$ cat config.mk
export PLATFORM = sky130hd
export DESIGN_NAME = clk_ena_prescaler
export DESIGN_NICKNAME = d
export VERILOG_FILES = /design/src/rtl/clk_ena_prescaler.sv
export SDC_FILE = /design/constraint.sdc
export NUM_CORES = 1
export LEC_CHECK = 0
export BUFFER_PORTS_ARGS = -buffer_cell sky130_fd_sc_hd__buf_2
export CORE_AREA = 2 2 39 41
export CTS_CLUSTER_SIZE = 20
export DETAILED_ROUTE_END_ITERATION = 8
export DIE_AREA = 0 0 41 43
export HOLD_SLACK_MARGIN = 0.03
export PLACE_DENSITY = 0.53
export SYNTH_ARGS = -nofsm -noshare
export SYNTH_HDL_FRONTEND = slang
export SYNTH_SLANG_ARGS = --single-unit
$ cat constraint.sdc
create_clock -name clk -period 2 [get_ports clk]
set_input_delay 0.2 -clock clk [delete_from_list [all_inputs] [get_ports clk]]
set_output_delay 0.2 -clock clk [all_outputs]
set_load 0.02 [all_outputs]
$ cat src/rtl/clk_ena_prescaler.sv
// clk_ena_prescaler
// Power-of-two clock prescaler feeding the 8-bit timer counter. Emits a
// registered, single-cycle clock-enable pulse on each rising edge of the
// selected prescaler tap. Supports a pause (presc_en) and a synchronous
// restart, triggered by sync_clr or by any change of the divide select.
module clk_ena_prescaler #(
  parameter int DIV_W = 4,  // prescaler width; tap k divides by 2^(k+1)
  parameter int CKS_W = 2   // divide-select width
) (
  input  logic             clk,
  input  logic             rst,
  input  logic             presc_en,
  input  logic [CKS_W-1:0] cks,
  input  logic             sync_clr,
  output logic             clk_ena,
  output logic [DIV_W-1:0] presc_cnt
);

  logic [DIV_W-1:0] r_div_cnt;
  logic [CKS_W-1:0] r_cks_q;
  logic             r_tap_d1;
  logic             r_clk_ena;

  logic             w_tap;
  logic             w_restart;

  // Tap mux: pick div_cnt bit selected by the registered select, clamping
  // out-of-range selects to the top bit.
  always_comb begin
    // NOTE: assign a default before any conditional write so no latch is inferred.
    w_tap = 1'b0;
    for (int k = 0; k < DIV_W; k++) begin
      if ((32'(r_cks_q) == k) ||
          ((k == DIV_W - 1) && (32'(r_cks_q) >= DIV_W))) begin
        w_tap = r_div_cnt[k];
      end
    end
  end

  // A restart is taken regardless of presc_en, so a new select or a clear
  // always lands cleanly even while the prescaler is paused.
  assign w_restart = sync_clr | (cks != r_cks_q);

  // Prescaler state: restart, count-and-detect, or freeze while paused.
  always_ff @(posedge clk or posedge rst) begin
    if (rst) begin
      // NOTE: sequential state uses non-blocking assignments so every register
      // samples pre-edge values, independent of statement order.
      r_div_cnt <= '0;
      r_cks_q   <= '0;
      r_tap_d1  <= 1'b0;
      r_clk_ena <= 1'b0;
    end else if (w_restart) begin
      // Capturing the new select here makes a clear plus a select change a
      // single restart rather than two back-to-back ones.
      r_cks_q   <= cks;
      r_div_cnt <= '0;
      r_tap_d1  <= 1'b0;
      r_clk_ena <= 1'b0;
    end else if (presc_en) begin
      r_div_cnt <= r_div_cnt + DIV_W'(1);
      r_tap_d1  <= w_tap;
      // Rising edge only: the tap falling at wrap produces nothing.
      r_clk_ena <= w_tap & ~r_tap_d1;
    end else begin
      // Counter and tap history hold, so a tap rise seen just before the
      // pause is converted to exactly one pulse on resume.
      r_clk_ena <= 1'b0;
    end
  end

  assign clk_ena   = r_clk_ena;
  assign presc_cnt = r_div_cnt;

endmodule

==> flow_results.org <==
** Route
- First-pass iteration count of the detailed router :: 2
- Final routed DRC violation total :: 0
- Wires add up to between 600 and 700 µm.
- Detailed router's first-iteration violation count :: 3
- Using the TritonRoute via totals, the vias-per-cell ratio works out to just over 4.
- Routed vias :: 240
- In this run the remaining antenna-violating nets after routing total 0.
- After detailed routing, the average wire length per cell comes to ~11 µm.

** CTS
- Buffers inserted to repair hold after CTS numbered 1.
- Source-to-sink clock delay at the later pin of the worst-skew pair :: approximately 0.25 ns
- Maximum buffer depth of the clock tree :: 2
- Once the clock tree was built, the resizer swapped 0 gates to a different size.
- TritonCTS clock tree :: built
- CTS built an H-tree with a depth of 1.
- Total clock buffers created by CTS :: 3
- Clock Pin Slew Worst Setup and Hold Paths :: approximately 0.06 ns
- Post-CTS timing repair inserted 0 buffers for setup.
- Total clock sinks :: 8
- Master cell of the clock root buffer :: sky130_fd_sc_hd__clkbuf_4

** Placement
- Number of placed instances, taps included :: 54
- Buffers placed on the I/O ports in this run total 10.
- Routability-driven placement finished with a final weighted congestion of 0.675.

** Flow run
- Maximum capacitance violations :: 0

** Global route
- The number of antenna violations at the first check in global routing came to 0.
- Pin count of the biggest net entering global routing :: 9
- Leftover overflow at the end of global routing :: 0
- Global-route usage over all layers :: roughly 9.1%
- The first global-routing pass estimated between 1000 and 1500 µm of wire.
- The number of global-route vias before repair came to 241.

** STA
- Worst slew slack as a fraction of its limit :: just under 80%
- Setup TNS :: 0 ns
- The worst path uses between 60 and 70% of the clock period.
- Final number of max-transition violations :: 0
- Fmax achieved :: 818 MHz
- Fin crit period :: between 1 and 1.5 ns
- RSZ-0062 raised after global routing :: no
- Hold is met by 0.0782 ns.
- Between clock sinks in the finished design, the worst skew comes to about 0.0026 ns.
- Slew @ Worst Pin :: between 0.3 and 0.4 ns
- Total setup violations reported at the end of the flow :: 0
- Number of endpoints with negative hold slack in the final report :: 0

** Synthesis
- The cell area that synthesis handed to floorplanning was approximately 370 µm².
- Number of synthesized flops with an enable pin :: 0
- Leading area contributor after synthesis :: sky130_fd_sc_hd__dfrtp_1
- Syn nets :: 39
- Area share of the largest cell type after synthesis :: 54.8%
- Register area share after synthesis :: 54.8%
- Top post-synthesis cells by count :: sky130_fd_sc_hd__dfrtp_1, sky130_fd_sc_hd__nor2_1, sky130_fd_sc_hd__xor2_1
- Synthesis inferred 8 register bits.
- Yosys printed 0 warnings.
- In the synthesized netlist the dominant register cell turns out to be sky130_fd_sc_hd__dfrtp_1.
- Yosys mapped the design onto 14 distinct sky130hd cell types.
- Synthesized area per cell :: around 11 µm²
- Synthesis produced a netlist whose cell count is 32.
- Counting flops with an async set or reset pin after synthesis yields a share of between 90% and 100%.
- Dominant cell by count in the synthesized netlist :: sky130_fd_sc_hd__dfrtp_1
- By area the synthesized netlist is led by sky130_fd_sc_hd__dfrtp_1, sky130_fd_sc_hd__xor2_1, sky130_fd_sc_hd__mux4_2.

** Min path
- Hold depth :: 1
- In this run the worst hold path is classified as input pin to register.

** Power and ir drop
- Power density over the cells :: roughly 700 nW/µm²
- Internal power comes to roughly 0.25 mW.
- In this run, the combinational gates consume under 10% of the power.
- The design draws 0.317 mW.
- Registers are responsible for roughly 53% of the overall power.
- The worst-case IR drop observed on VDD is between 0.0002 and 0.0003 V.
- Of the total power, the clock network draws 39.0%.
- Summed over all cells, the static leakage comes to 0.230 nW.
- Summed over all nets, the switching power comes to slightly above 0.07 mW.
- Net switching is roughly 22% of the power.

** Setup path
- For the worst setup path, the data required time is about 2.2 ns.
- Of all nets on the critical path, the largest fanout is 6.
- The worst register-to-register path has a depth of 3.
- Ordered cell list for the critical path :: xor2_1, or3_1, nor2_1
- Slowest stage cell, crit path :: sky130_fd_sc_hd__or3_1
- At the worst endpoint, the arrival time is ~1.4 ns.
- Worst Setup End Kind :: register
- The critical path is of the register to register type.
- Worst setup SP type :: register
- Biggest cell delay along the critical path :: 0.45 ns

** Final layout
- The finished layout holds 58 standard cells, fillers aside.
- The repair_antennas step left the layout with diodes totalling 0.
- Layout cells sized above 1 :: 33.3%
- The net count of the finished layout is 51.
- Compared with the post-synthesis result, the final layout area differs by 23.6%.

** Floorplanning
- For this design the top-level I/O count stands at 11.
- For this configuration, the core starts out at a cell density of 26.4%.
- Chip Height :: roughly 43 µm
- The die covers ~1800 µm².
- Core Region :: 1380 µm²
- Rows :: 14
- Die W :: roughly 40 µm

** Run status
- Status :: finished, final reports clean
layer usage:
metal	vias up	part of all wire, %	track usage [%]
li1	122	-	-
met1	107	50	12.7
met2	9	43	10.6
met3	2	6.2	3.14
met4	0	1.6	8.00
met5	-	0	0
critical path, delay by kind of cell, from the launching register on:
kind	cells	cell delay, ns
flops	1	0.40
xor+xnor	1	0.14
simple gates	2	0.60
layout by cell type (no fill, tap or decap), drive strengths merged, types with 2 or more instances in the layout:
cell type and instances:
buf 10, dfrtp 8, nor2 6, xor2 4, clkbuf 3, mux2i 2
state kept, by name, indices dropped and copies added, names as in the netlist:
signal / cells
r_cks_q: 2
r_tap_d1: 1
presc_cnt: 4
clk_ena: 1
layout make-up:
type | instances | area, µm²
Clock buffer | 3 | 22.5
Fill cell | 149 | 932
Inverter | 1 | 3.75
Multi-Input combinational cell | 19 | 145
Sequential cell | 8 | 200
Tap cell | 16 | 20.0
Timing Repair Buffer | 11 | 60.1
kinds of logic after synthesis:
family | synth area share (%)
xor gates and xnor gates | 12.0
DFF | 54.8
adders and majority gates | 3.42
buffers and inverters | 5.48
and+or+nand+nor | 12.7
muxes | 11.6
per-stage QoR:
step                util, %  instance area (µm²)  setup WS [ns]
floorplan                 -                  365          0.745
global placement       30.3                  419          0.783
detailed placement     30.3                  419          0.777
CTS                    32.6                  452          0.768
global route           32.6                  452          0.688
finish                 32.6                  452          0.778
final timing paths:
kind / from / to / slack (ns)
worst max register to register: r_cks_q[0] / presc_cnt[2] / 0.78
max in group asynchronous: rst / presc_cnt[1] / 1.32
min in group asynchronous: rst / r_cks_q[0] / 0.44
worst max-delay path: r_cks_q[0] / presc_cnt[2] / 0.78
worst min register to register: r_tap_d1 / clk_ena / 0.51
worst min-delay path: cks[0] / r_cks_q[0] / 0.08
power by group through the flow:
stage	Sequential, mW	Combinational, mW	Clock, mW
2_1_floorplan	0.172	0.0162	0
3_5_place_dp	0.171	0.0240	0
3_3_place_gp	0.171	0.0236	0
5_1_grt	0.169	0.0281	0.138
6_report	0.168	0.0249	0.123
4_1_cts	0.168	0.0255	0.129
Note: power is estimated with default switching activity, not from simulation.
